**src/rtl/baseline_trigger.sv**
```systemverilog
// baseline_trigger: subtracts the IIR baseline from the raw ADC stream,
// discriminates pulses against THRESH and emits one event record (peak,
// area, length, truncation flag) per pulse over a valid/ready handshake.
// Optional build macro NEG_PULSE_EN: when defined, the difference is
// base - adc so that negative-going pulses are detected.
module baseline_trigger #(
  parameter int THRESH  = 16,
  parameter int HOLDOFF = 8,
  parameter int MAX_LEN = 64
) (
  input  logic        clk,
  input  logic        rst,
  input  logic [13:0] adc,
  input  logic [40:0] avr_whole,
  input  logic [40:0] avr_frac,
  input  logic        avr_valid,
  output logic        trig,
  output logic        evt_valid,
  input  logic        evt_ready,
  output logic [14:0] evt_peak,
  output logic [23:0] evt_area,
  output logic [7:0]  evt_len,
  output logic        evt_trunc,
  output logic [15:0] lost_cnt
);

  localparam logic signed [14:0] THRESH_S  = 15'(THRESH);
  localparam logic        [7:0]  MAX_LEN_C = 8'(MAX_LEN);
  localparam logic        [7:0]  HOLDOFF_C = 8'(HOLDOFF);

  typedef enum logic [1:0] {
    ST_IDLE,
    ST_ARMED,
    ST_PULSE,
    ST_HOLD
  } state_t;

  state_t             state_q;
  logic [13:0]        base_lat_q;
  logic signed [14:0] peak_q;
  logic [23:0]        area_q;
  logic [7:0]         len_q;
  logic [7:0]         hold_q;
  logic               trig_q;

  logic               evt_valid_q;
  logic [14:0]        evt_peak_q;
  logic [23:0]        evt_area_q;
  logic [7:0]         evt_len_q;
  logic               evt_trunc_q;
  logic [15:0]        lost_q;

  logic [14:0]        base_sum_d;
  logic [13:0]        base_live_d;
  logic [13:0]        base_use_d;
  logic signed [14:0] diff_d;
  logic               above_d;
  logic               room_d;
  logic               end_pulse_d;
  logic [23:0]        area_sum_d;

  // Only the top fraction bit participates in rounding; the rest is ignored.
  logic unused_frac;
  assign unused_frac = ^{avr_frac[40:15], avr_frac[13:0]};

  // Live baseline: round half up, saturating to full scale when the integer
  // part exceeds 14 bits or the rounding carries out.
  always_comb begin
    base_sum_d  = {1'b0, avr_whole[13:0]} + {14'd0, avr_frac[14]};
    base_live_d = base_sum_d[13:0];
    if ((|avr_whole[40:14]) || base_sum_d[14]) begin
      base_live_d = 14'h3FFF;
    end
  end

  // Inside a pulse and its hold-off the baseline frozen at pulse start is used.
  assign base_use_d = ((state_q == ST_PULSE) || (state_q == ST_HOLD)) ? base_lat_q : base_live_d;

`ifdef NEG_PULSE_EN
  assign diff_d = $signed({1'b0, base_use_d}) - $signed({1'b0, adc});
`else
  assign diff_d = $signed({1'b0, adc}) - $signed({1'b0, base_use_d});
`endif

  assign above_d     = (diff_d > THRESH_S);
  assign room_d      = (len_q < MAX_LEN_C);
  assign area_sum_d  = area_q + {{9{diff_d[14]}}, diff_d};
  // A pulse ends when the sample falls to threshold or the length limit is
  // reached; losing avr_valid discards the pulse instead of ending it.
  assign end_pulse_d = avr_valid && (state_q == ST_PULSE) && !(above_d && room_d);

  // Discriminator FSM: arming, pulse accumulation, hold-off and trig strobe.
  always_ff @(posedge clk or posedge rst) begin
    if (rst) begin
      state_q    <= ST_IDLE;
      base_lat_q <= '0;
      peak_q     <= '0;
      area_q     <= '0;
      len_q      <= '0;
      hold_q     <= '0;
      trig_q     <= 1'b0;
    end else begin
      trig_q <= 1'b0;
      if (!avr_valid) begin
        state_q <= ST_IDLE;
        peak_q  <= '0;
        area_q  <= '0;
        len_q   <= '0;
        hold_q  <= '0;
      end else begin
        unique case (state_q)
          ST_IDLE: begin
            state_q <= ST_ARMED;
          end
          ST_ARMED: begin
            if (above_d) begin
              state_q    <= ST_PULSE;
              base_lat_q <= base_live_d;
              peak_q     <= diff_d;
              area_q     <= {{9{diff_d[14]}}, diff_d};
              len_q      <= 8'd1;
              trig_q     <= 1'b1;
            end
          end
          ST_PULSE: begin
            if (above_d && room_d) begin
              area_q <= area_sum_d;
              len_q  <= len_q + 8'd1;
              if (diff_d > peak_q) begin
                peak_q <= diff_d;
              end
            end else begin
              state_q <= ST_HOLD;
              hold_q  <= HOLDOFF_C;
            end
          end
          ST_HOLD: begin
            if (hold_q <= 8'd1) begin
              hold_q  <= '0;
              state_q <= ST_ARMED;
            end else begin
              hold_q <= hold_q - 8'd1;
            end
          end
          default: begin
            state_q <= ST_IDLE;
          end
        endcase
      end
    end
  end

  // Event record register: publish on pulse end if the slot is free (or being
  // freed this cycle), otherwise count the drop; clear valid on acceptance.
  always_ff @(posedge clk or posedge rst) begin
    if (rst) begin
      evt_valid_q <= 1'b0;
      evt_peak_q  <= '0;
      evt_area_q  <= '0;
      evt_len_q   <= '0;
      evt_trunc_q <= 1'b0;
      lost_q      <= '0;
    end else if (end_pulse_d) begin
      if (!evt_valid_q || evt_ready) begin
        evt_valid_q <= 1'b1;
        evt_peak_q  <= $unsigned(peak_q);
        evt_area_q  <= area_q;
        evt_len_q   <= len_q;
        evt_trunc_q <= above_d;
      end else if (lost_q != 16'hFFFF) begin
        lost_q <= lost_q + 16'd1;
      end
    end else if (evt_valid_q && evt_ready) begin
      evt_valid_q <= 1'b0;
    end
  end

  assign trig      = trig_q;
  assign evt_valid = evt_valid_q;
  assign evt_peak  = evt_peak_q;
  assign evt_area  = evt_area_q;
  assign evt_len   = evt_len_q;
  assign evt_trunc = evt_trunc_q;
  assign lost_cnt  = lost_q;

endmodule

```
**config.mk**
```make
export PLATFORM = sky130hd
export DESIGN_NAME = baseline_trigger
export DESIGN_NICKNAME = d
export VERILOG_FILES = /design/src/rtl/baseline_trigger.sv
export SDC_FILE = /design/constraint.sdc
export NUM_CORES = 1
export LEC_CHECK = 0
export BUFFER_PORTS_ARGS = -buffer_cell sky130_fd_sc_hd__buf_2
export CORE_MARGIN = 2
export CORE_UTILIZATION = 56
export DETAILED_ROUTE_END_ITERATION = 8
export HOLD_SLACK_MARGIN = 0.05
export PLACE_DENSITY_LB_ADDON = 0.1
export SYNTH_ARGS = -nofsm -noshare
export SYNTH_HDL_FRONTEND = slang
export SYNTH_SLANG_ARGS = --single-unit
```
**constraint.sdc**
```tcl
create_clock -name clk -period 7.5 [get_ports clk]
set_input_delay 0.375 -clock clk [delete_from_list [all_inputs] [get_ports clk]]
set_output_delay 0.375 -clock clk [all_outputs]
set_load 0.01 [all_outputs]
```
### After elaboration in Yosys (flattened, before gate mapping)

Index checks and enable logic that the tools add are counted.

| storage, ports and cells | value |
|---|---|
| flip-flop bits (word level) | 137 |
| input port bits | 100 |
| output and inout port bits | 66 |
| logic and storage cells | 86 |

| operators by class | value |
|---|---|
| $add $sub $neg | 6 |
| $lt $le $gt $ge | 4 |
| equal/unequal tests | 12 |
| mux-type cells | 30 |
| bitwise gates (word level) | 1 |
| reductions and logical operators | 20 |

Operator list:

| kind | count |
|---|---|
| $mux 24 | 3 |
| $mux 15 | 4 |
| $mux 8 | 6 |
| $pmux 24 s2 | 1 |
| $pmux 8 s2 | 2 |
| $pmux 15 s2 | 1 |
| $mux 14 | 2 |
| $reduce_or 27->1 | 1 |
| $add 24x24->24 | 1 |
| $add 16x1->16 const B | 1 |
| $ne 16x16->1 const B | 1 |
| $add 14x1->15 | 1 |
| $gt 15x15->1 | 1 |
| $gt 15x6->1 const B | 1 |
| $sub 14x14->15 | 1 |
| $reduce_and 3->1 | 4 |
| $ne 3x2->1 const B | 3 |
| $add 8x1->8 const B | 1 |
| $le 8x1->1 const B | 1 |
| $lt 8x7->1 const B | 1 |
| $mux 2 | 4 |
| $pmux 2 s4 | 1 |
| $sub 8x1->8 const B | 1 |
| $mux 1 | 6 |
| 13 further kinds | 24 |

### Logic depth before layout (Yosys ltp)

Gate-level depths: netlist of the first run.

| logic depth | value |
|---|---|
| depth in word-level cells | 11 |
| gate-level depth with buffers | 26 |
| gate-level depth less buffers | 25 |

### Least setup slack after synthesis of the first run

No wires, ideal clock.

| path | value |
|---|---|
| path kind | input to register |
| from | in avr_whole[0] |
| to | reg area_q[15] |
| library setup time | 0.121 ns |
| arrival | 5.685 ns |
| data required time | 7.379 ns |
| setup slack | 1.694 ns |
| stages on the path | 22 |
| cell sequence | ha_1 -> ha_1 -> and3_1 -> a311oi_1 -> clkbuf_1 -> nand2_1 -> mux2i_1 -> ha_1 -> buf_6 -> a21o_1 -> a211oi_4 -> or4b_1 -> a21o_1 -> and2_1 -> ha_1 -> a2111oi_0 -> o21ai_0 -> a31o_2 -> or3_1 -> o21a_1 -> a21o_1 -> a22o_1 |

| on the way | value |
|---|---|
| word-level cells in the longest chain between the ends | 9 |

Ends and longest elaborated chain:

| element | line | source |
|---|---|---|
| start, declared | 14 | `input logic [40:0] avr_whole,` |
| $add 14x1->15 (*) | 69 | `base_sum_d = {1'b0, avr_whole[13:0]} + {14'd0, avr_frac[14]};` |
| $logic_or 1x1->1 | 71 | `if ((\|avr_whole[40:14]) \|\| base_sum_d[14]) begin` |
| $mux 14 (*) | 71 |  |
| $mux 14 (*) | 77 | `assign base_use_d = ((state_q == ST_PULSE) \|\| (state_q == ST_HOLD)) ? base_lat_q : base_live_d;` |
| $sub 14x14->15 (*) | 82 | `assign diff_d = $signed({1'b0, adc}) - $signed({1'b0, base_use_d});` |
| $add 24x24->24 / $gt 15x6->1 (equally long branches) | 87, 85 |  |
| $mux 24 / $logic_and 1x1->1 (equally long branches) | 126 | `if (above_d && room_d) begin` |
| $pmux 24 s2 / $ne 3x2->1 (equally long branches) | - |  |
| $mux 24 / $reduce_and 3->1 (equally long branches) | - |  |
| end signal, assigned | 120 | `area_q <= {{9{diff_d[14]}}, diff_d};` |
| end signal, assigned | 127 | `area_q <= area_sum_d;` |
| end, declared | 41 | `logic [23:0] area_q;` |

Every way passes the cells marked *; elsewhere a longest branch is shown, timed or not. The select of a mux whose other input is x is not followed.
A chain may end at the register's enable or synchronous reset.

### Final worst setup path of the first run

| path | value |
|---|---|
| from | in avr_whole[0] |
| to | reg peak_q[4] |

| on the way | value |
|---|---|
| word-level cells in the longest chain between the ends | 9 |

Ends and longest elaborated chain:

| element | line | source |
|---|---|---|
| $add 14x1->15 (*) | 69 |  |
| $logic_or 1x1->1 | 71 |  |
| $mux 14 (*) | 71 |  |
| $mux 14 (*) | 77 |  |
| $sub 14x14->15 (*) | 82 |  |
| $gt 15x6->1 / $mux 15 (equally long branches) | 85, 129 |  |
| $logic_and 1x1->1 / $mux 15 (equally long branches) | 126 |  |
| $ne 3x2->1 (no line) / $pmux 15 s2 (equally long branches) | - |  |
| $reduce_and 4->1 (no line) / $mux 15 (equally long branches) | - |  |
| end signal, assigned | 119 | `peak_q <= diff_d;` |
| end signal, assigned | 130 | `peak_q <= diff_d;` |
| end, declared | 40 | `logic signed [14:0] peak_q;` |

Marks and branches as above.

==> results of run 1 <==
[critical path: stages]
cell and delay [ns]:
sky130_fd_sc_hd__buf_2 0.10, sky130_fd_sc_hd__ha_1 0.23, sky130_fd_sc_hd__ha_1 0.25, sky130_fd_sc_hd__and3_1 0.25, sky130_fd_sc_hd__a311oi_2 0.57, sky130_fd_sc_hd__buf_4 0.26
sky130_fd_sc_hd__nand3_1 0.06, sky130_fd_sc_hd__o21ai_0 0.12, sky130_fd_sc_hd__ha_1 0.37, sky130_fd_sc_hd__nand3_1 0.23, sky130_fd_sc_hd__nor4_2 0.42, sky130_fd_sc_hd__nor3b_2 0.12
sky130_fd_sc_hd__a31oi_1 0.23, sky130_fd_sc_hd__o21ai_0 0.20, sky130_fd_sc_hd__nand2_1 0.33, sky130_fd_sc_hd__inv_1 0.18, sky130_fd_sc_hd__ha_1 0.36, sky130_fd_sc_hd__nand2_1 0.08
sky130_fd_sc_hd__or4b_4 0.52, sky130_fd_sc_hd__o311ai_4 0.30, sky130_fd_sc_hd__o211ai_2 0.13, sky130_fd_sc_hd__a211oi_4 0.65, sky130_fd_sc_hd__a22o_1 0.23
[path summary, 6_finish.rpt]
kind	startpoint	endpoint	slack, ns	cells after the start
setup / recovery	avr_whole[0]	peak_q[4]	1.29	23
hold / removal	rst	hold_q[0]	0.09	2
setup reg to reg	state_q[0]	peak_q[4]	1.30	19
hold reg to reg	base_lat_q[4]	base_lat_q[4]	0.48	2
max in group asynchronous	rst	peak_q[2]	6.30	3
min in group clk	evt_ready	evt_valid	0.29	3
[cells by family (layout without fill, tap and decap cells)]
logic type      after synthesis  after routing  share of synthesized area, %
flops                       137            137                          39.8
buf+inv                      78            210                          3.85
xor+xnor                     56             56                          5.79
compound gates              210            210                          17.0
mux                          72             72                          9.19
simple gates                266            266                          16.2
fa+ha+maj                    55             55                          8.12
[area by class of cell]
cell class,count,area (um^2),area share (%)
Multi-Input combinational cell,659,4850,48.6
Sequential cell,137,3430,34.3
Timing Repair Buffer,133,686,6.87
Clock buffer,18,439,4.40
Tap cell,188,235,2.36
Inverter,45,174,1.74
Clock inverter,14,169,1.69
[registers in the layout, summed over array words and instances (netlist names)]
register / cells
hold_q: 8
evt_len: 8
evt_area: 24
len_q: 8
base_lat_q: 14
evt_peak: 15
evt_trunc: 1
trig: 1
state_q: 2
area_q: 24
evt_valid: 1
lost_cnt: 16
peak_q: 15
[power by group through the flow]
stage	Sequential (mW)	Clock (mW)	Combinational, mW
finish	0.949	0.874	1.65
global route	0.966	0.913	1.85
CTS	0.949	0.882	1.64
detailed placement	0.960	0	1.63
global placement	0.956	0	1.60
floorplan	0.967	0	1.25
[layout by cell type (no fill, tap or decap), drive strengths merged, types with 16 or more instances in the layout]
| cell | count |
|---|---|
| nand3 | 39 |
| nor2 | 47 |
| xor2 | 17 |
| dfrtp | 137 |
| and3 | 16 |
| mux2i | 16 |
| nand2 | 60 |
| clkbuf | 18 |
| nor3 | 19 |
| inv | 47 |
| o21ai | 54 |
| ha | 51 |
| buf | 133 |
| xnor2 | 39 |
| mux2 | 56 |
| a22o | 18 |
| a21oi | 34 |
[metal layers]
| layer | GRT usage [%] | vias up |
|---|---|---|
| met2 | 41.5 | 142 |
| met4 | 7.89 | 0 |
| met5 | 0 | - |
| li1 | - | 3462 |
| met1 | 33.5 | 3380 |
| met3 | 5.09 | 25 |
[stage by stage]
step                area (um^2)  cells  utilization (%)  power, mW
finish                     9990   1194             66.2       3.47
global route               9990   1194             66.2       3.73
CTS                        9990   1194             66.2       3.47
detailed placement         9380   1162             62.1       2.59
global placement           9380   1162             62.1       2.56
floorplan                  8600    874                -       2.22
[cell usage after synthesis (all sizes together), types with 4 or more instances]
master,count,area share [%]
a211oi,14,1.6
a21o,11,0.96
a21oi,34,2.0
a22o,18,1.8
a31o,4,0.41
a31oi,14,1.0
and2,11,0.80
and3,16,1.2
and4,4,0.41
buf,15,1.1
clkbuf,18,0.79
dfrtp,137,40
ha,51,7.4
inv,44,1.9
mux2,56,7.3
mux2i,16,1.9
nand2,60,2.6
nand2b,6,0.44
nand3,39,2.3
nand4,14,1.0
nor2,47,2.1
nor2b,9,0.65
nor3,19,1.2
nor4,13,1.1
o211ai,11,1.0
o21a,9,0.79
o21ai,54,3.1
o21bai,4,0.35
o31ai,9,0.79
or3,9,0.65
or4,5,0.44
xnor2,39,4.0
xor2,17,1.8
==> results by stage, run 1 <==
Global routing:
- The largest net degree at the start of global routing is 94.
- The global-route wire length before repair is 32.9 mm.
- The via count of the first global-routing pass is 6773.
- The number of antenna violations at the first check in global routing came to 0.
- Across every metal layer, demand over resource in global routing totals 25.1%.
- The leftover overflow at the end of global routing is 0.

Timing:
- The final worst clock skew is 0.00693 ns.
- Derived from the worst setup path, the maximum achievable clock frequency is 0.161 GHz.
- Setup violations remaining at the end of the flow were counted as 0.
- On the final layout, the worst hold slack is 0.0885 ns.
- The share of the clock period used by the worst path after layout is 82.8%.
- The sum of negative setup slack is 0 ns.
- The worst slew margin relative to its limit is 15.0%.
- After layout, the minimum clock period comes to 6.21 ns.
- Setup repair after global routing left no endpoint under its margin.
- The number of max-slew violations in the final report was 0.
- The hold violation total from the final report is 0.
- The transition time at the pin with the least slew margin is 1.26 ns.
- Setup slack on the critical path of the routed design comes to 1.29 ns.

Logic synthesis:
- The count of yosys warnings during synthesis is 0.
- Counting flops with an async set or reset pin after synthesis yields a share of 100%.
- Among all flip-flop cells after synthesis, the most frequent one is sky130_fd_sc_hd__dfrtp_1.
- The synthesized design contains 0 enable-type register cells.
- In this run the mean area of a mapped cell was 9.84 um^2.
- The sequential element share of the synthesized area is 39.8%.
- The post-synthesis instance area is 0.00860 mm^2.
- In the synthesized netlist, the number of instances is 874.
- Counting distinct cell types in the post-synthesis netlist gives 76.
- The synthesized design contains 137 register bits.
- Counting every net in the synthesized netlist gives 1027.

Outcome:
- The run finished with clean final reports.

Floorplanning:
- In this run the vertical extent of the chip is 128 um.
- The number of ports placed on the die boundary is 166.
- Measured along the x axis, the die boundary spans 128 um.
- The initial utilization of the core area, before any placement, comes to 57.0%.
- The floorplan core area is 0.0151 mm^2.
- The floorplan has 45 rows.
- The die footprint is 0.0164 mm^2.

Place:
- The congestion estimate from routability-driven global placement came to 0.869.
- The total half-perimeter wirelength after legalization and detailed placement is 14.0 mm.
- Prior to clock tree synthesis, the placed netlist has a worst setup slack of 0.889 ns.
- Input and output buffers added on the ports amount to 125.

Power:
- The share of total power dissipated in sequential elements is 27.4%.
- The power share of the combinational group is 47.5%.
- The peak ir drop on the vdd network is 217 uV.
- The clock group share of total power is 25.2%.
- Cell internal power was estimated by the tool at 2.08 mW.
- The power spent charging and discharging nets is 1.38 mW.
- Net switching is 39.9% of the power.
- The ratio of total power to cell area is 347 mW/mm^2.
- The total leakage power is 4.85 nW.

Drt:
- The final route contains 7009 vias.
- The remaining antenna violation count after routing is 0.
- The total routed wire length on the met1 layer is 9.02 mm.
- Wire segments on met3 add up to 752 um in the final route.
- The first routing iteration left 460 violations.
- In the routed design, unresolved DRC markers number 0.
- After detailed routing, the number of vias per cell comes to 5.87.
- Dividing the detail-routed wire length by the instance count gives 16.3 um.
- Routed signal wires occupy layers up through met4.
- Wire segments on met2 add up to 9.42 mm in the final route.
- For this run, the detailed router's first-pass iteration total came to 5.
- The final wirelength is 19.4 mm.

Clocking:
- The number of levels the H-tree was split into is 4.
- After clock tree synthesis, the clock-pin slew on the worst setup and hold paths is 0.06 ns.
- The cell at the root of the clock tree is sky130_fd_sc_hd__clkbuf_16.
- The number of instances resized during post-cts repair is 0.
- The tree built by TritonCTS fans out to 137 sinks.
- The count of hold-fix buffers inserted at cts is 0.
- The setup fix buffers added after clock tree synthesis is 0.
- TritonCTS built the clock tree.
- The clock reaches the later pin of the worst-skew pair after 0.44 ns.
- The maximum number of buffers from clock root to sink is 2.
- Clock tree synthesis inserted a total of 17 buffers.

Setup path:
- The startpoint type of the worst setup path is an input port.
- The worst setup path is captured at a register.
- Data on the critical path is required at its endpoint by 7.87 ns.
- The type of the setup path with the least slack is in2reg.
- The data arrival time at the worst-slack endpoint is 6.58 ns.
- The largest fanout on the critical path is 14.

Worst hold path:
- The path class of the lowest-slack min-delay path is in2async.

Finish:
- The layout overhead on the synthesized area is 16.1%.
- The fraction of layout cells with a size suffix above 1 is 24.4%.
- The repair_antennas step left the layout with diodes totalling 0.
- For this run, the post-layout net count is 1146.
- After filler insertion, the fill cell instance count of the layout stands at 1236.

Flow run:
- The max capacitance violation total is 0.
Note: power is estimated with default switching activity, not from simulation.
==> run 2, diff against run 1 <==
- clock period: 7.5 -> 6.52 ns (I/O delays scaled with it)
==> run 2 against run 1 <==
  * Core utilization increased by 0.55 points
  * First-iteration DRC count decreased by 14%
  * Power increased by 16%
  * Combinational power increased by 16%
==> results by stage, run 2 (synthesized netlist as in run 1, its figures left out) <==
Outcome:
- The flow ran to the end, and the final reports show no timing, DRC or antenna violations.

Clocking:
- The setup fix buffers added after clock tree synthesis is 0.
- After clock tree synthesis, the clock-pin slew on the worst setup and hold paths is 0.06 ns.
- The number of buffers inserted during clock tree synthesis is 17.
- The clock latency on the worst-skew pair is 0.42 ns.
- The CTS tree is done.
- The number of levels the H-tree was split into is 4.
- The cell at the root of the clock tree is sky130_fd_sc_hd__clkbuf_16.
- The tree built by TritonCTS fans out to 137 sinks.
- In this run the deepest clock path goes through 2 buffers.

Finish:
- The top cell types in the final layout, fill and taps aside, are sky130_fd_sc_hd__dfrtp_1 (137), sky130_fd_sc_hd__buf_2 (125), sky130_fd_sc_hd__nand2_1 (59).
- After the last flow step, the layout net total stands at 1156.
- The number of antenna repair diodes is 0.
- The post-route core utilization is 66.7%.
- The most common library cell in the layout ignoring fill and taps is sky130_fd_sc_hd__dfrtp_1.
- From synthesis to final layout, the design area changed by 17.0%.
- Cells with a size suffix above 1 make up 24.9% of the layout.
- The filler cells instantiated in the layout total 1218.

Timing:
- Summed over all failing endpoints, the final setup total negative slack is 0 ns.
- Setup violations remaining at the end of the flow were counted as 0.
- The tightest hold path in the finished design has a slack of 0.253 ns.
- The maximum clock frequency is 0.172 GHz.
- For the final database, setup skew stands at 0.00742 ns.
- The share of the clock period used by the worst path after layout is 89.0%.
- The routed design could run at a clock period as short as 5.80 ns.
- The worst pin sits at a relative slew slack of 36.4%.
- The transition time at the pin with the least slew margin is 0.951 ns.
- Setup repair after global routing left no endpoint under its margin.
- Setup slack closes at 0.716 ns.
- The hold violation total from the final report is 0.
- The number of max-slew violations in the final report is 0.

Setup path:
- The data arrival time at the worst-slack endpoint is 6.16 ns.
- Among the stages of the critical path, the cell type that occurs most often is sky130_fd_sc_hd__ha_1.
- The required arrival time at the worst endpoint is 6.87 ns.
- The startpoint type of the worst setup path is an input port.
- The type of destination of the critical path is a register.
- Along the worst path, the maximum fanout reaches 14.
- The type of the setup path with the least slack is in2reg.
- The maximum single-stage delay on the critical path is 0.57 ns.
- Among all stages on the critical path, the largest delay is contributed by sky130_fd_sc_hd__a311oi_2.

Power:
- Across the VDD grid, the largest voltage drop is 254 uV.
- The ratio of total power to cell area is 398 mW/mm^2.
- Summing internal, switching and leakage power gives 4.01 mW.
- The analysis attributes to cell leakage a power of 4.90 nW.

Drt:
- In this run, the number of DRC markers left after iteration 0 of detailed routing was 397.
- The DRC violation count after routing is 0.
- The detailed-routing iteration count for the pre-antenna-repair pass is 5.
- Summed over all layers, the routed wires come to 19.6 mm.
- The remaining antenna violation count after routing is 0.
- The routed length per placed instance is 16.3 um.
- Summing over every cut layer, the via total after detailed routing is 7057.
- The via density per instance is 5.86.

Floorplanning:
- In this run the core area contains 45 standard-cell rows.
- The die is 128 um tall.
- The floorplan core area is 0.0151 mm^2.
- The number of ports placed on the die boundary is 166.
- The die is 128 um wide.
- The effective utilization at floorplan is 57.0%.
- The die footprint is 0.0164 mm^2.

Place:
- At the placement stage, the worst setup path has a slack of 0.332 ns.
- At the end of routability-driven placement, the weighted congestion stood at 0.852.
- During placement, the flow inserted port buffers numbering 125.
- The total half-perimeter wirelength after legalization and detailed placement is 14.1 mm.

Global routing:
- The global-route wire length before repair is 33.1 mm.
- The overall routing resource usage is 25.1%.
- Entering global routing, the biggest net connects 73 pins.
- The via count of the first global-routing pass was 6709.
- The number of antenna violations at the first check in global routing was 0.
- The leftover overflow at the end of global routing is 0.

Flow run:
- The max capacitance violation total is 0.

Worst hold path:
- In this run the worst hold path is classified as in2reg.
run 2: routing by layer:
layer | part of all wire, % | vias up | GRT usage (%) | wire length [um]
met1 | 46 | 3421 | 33.5 | 9030
met5 | 0 | - | 0 | 0
met4 | 1.3 | 0 | 5.95 | 255
met3 | 3.5 | 24 | 4.92 | 694
li1 | - | 3466 | - | -
met2 | 49 | 146 | 42.4 | 9610
run 2: critical path, delay by kind of cell:
| family | cells | cell delay (ns) |
|---|---|---|
| and+or+nand+nor | 5 | 0.87 |
| xor gates and xnor gates | 1 | 0.33 |
| buffers and inverters | 3 | 0.50 |
| adders and majority gates | 6 | 1.89 |
| AOI/OAI and AO/OA | 10 | 2.24 |
run 2: worst paths after layout:
path / startpoint / to / slack [ns] / cells past startpoint
setup / recovery: avr_whole[0] / peak_q[1] / 0.72 / 25
hold / removal: evt_ready / evt_valid / 0.25 / 3
setup reg to reg: state_q[0] / area_q[19] / 0.93 / 22
hold reg to reg: hold_q[4] / hold_q[4] / 0.48 / 1
max in group asynchronous: rst / area_q[2] / 4.64 / 4
min in group asynchronous: rst / evt_area[23] / 0.54 / 3
run 2: area by class of cell:
type                    count  area [um^2]  area share (%)
multi-input cells         659         4850            48.2
inverters                  45          174            1.73
well taps                 188          235            2.34
repair buffers            143          763            7.58
clock buffers              21          470            4.67
clock inverters            11          143            1.42
flip-flops and latches    137         3430            34.0
run 2: through the flow:
step | cell area, um^2 | cells
final | 10100 | 1204
after global routing | 10100 | 1204
after CTS | 10100 | 1204
after detailed placement | 9450 | 1171
after global placement | 9450 | 1171
after floorplan | 8600 | 874
run 2: where the power goes:
part | internal, mW | switching [mW] | leakage, nW
logic | 0.809 | 1.10 | 2.73
registers | 0.995 | 0.0972 | 1.87
clock network | 0.632 | 0.371 | 0.300
run 2: repair_timing:
action | in CTS | in global routing
resized for setup | 0 | 0
hold endpoints to repair | 65 | 0
hold buffers | 1 | 0
setup endpoints to repair | 0 | 0
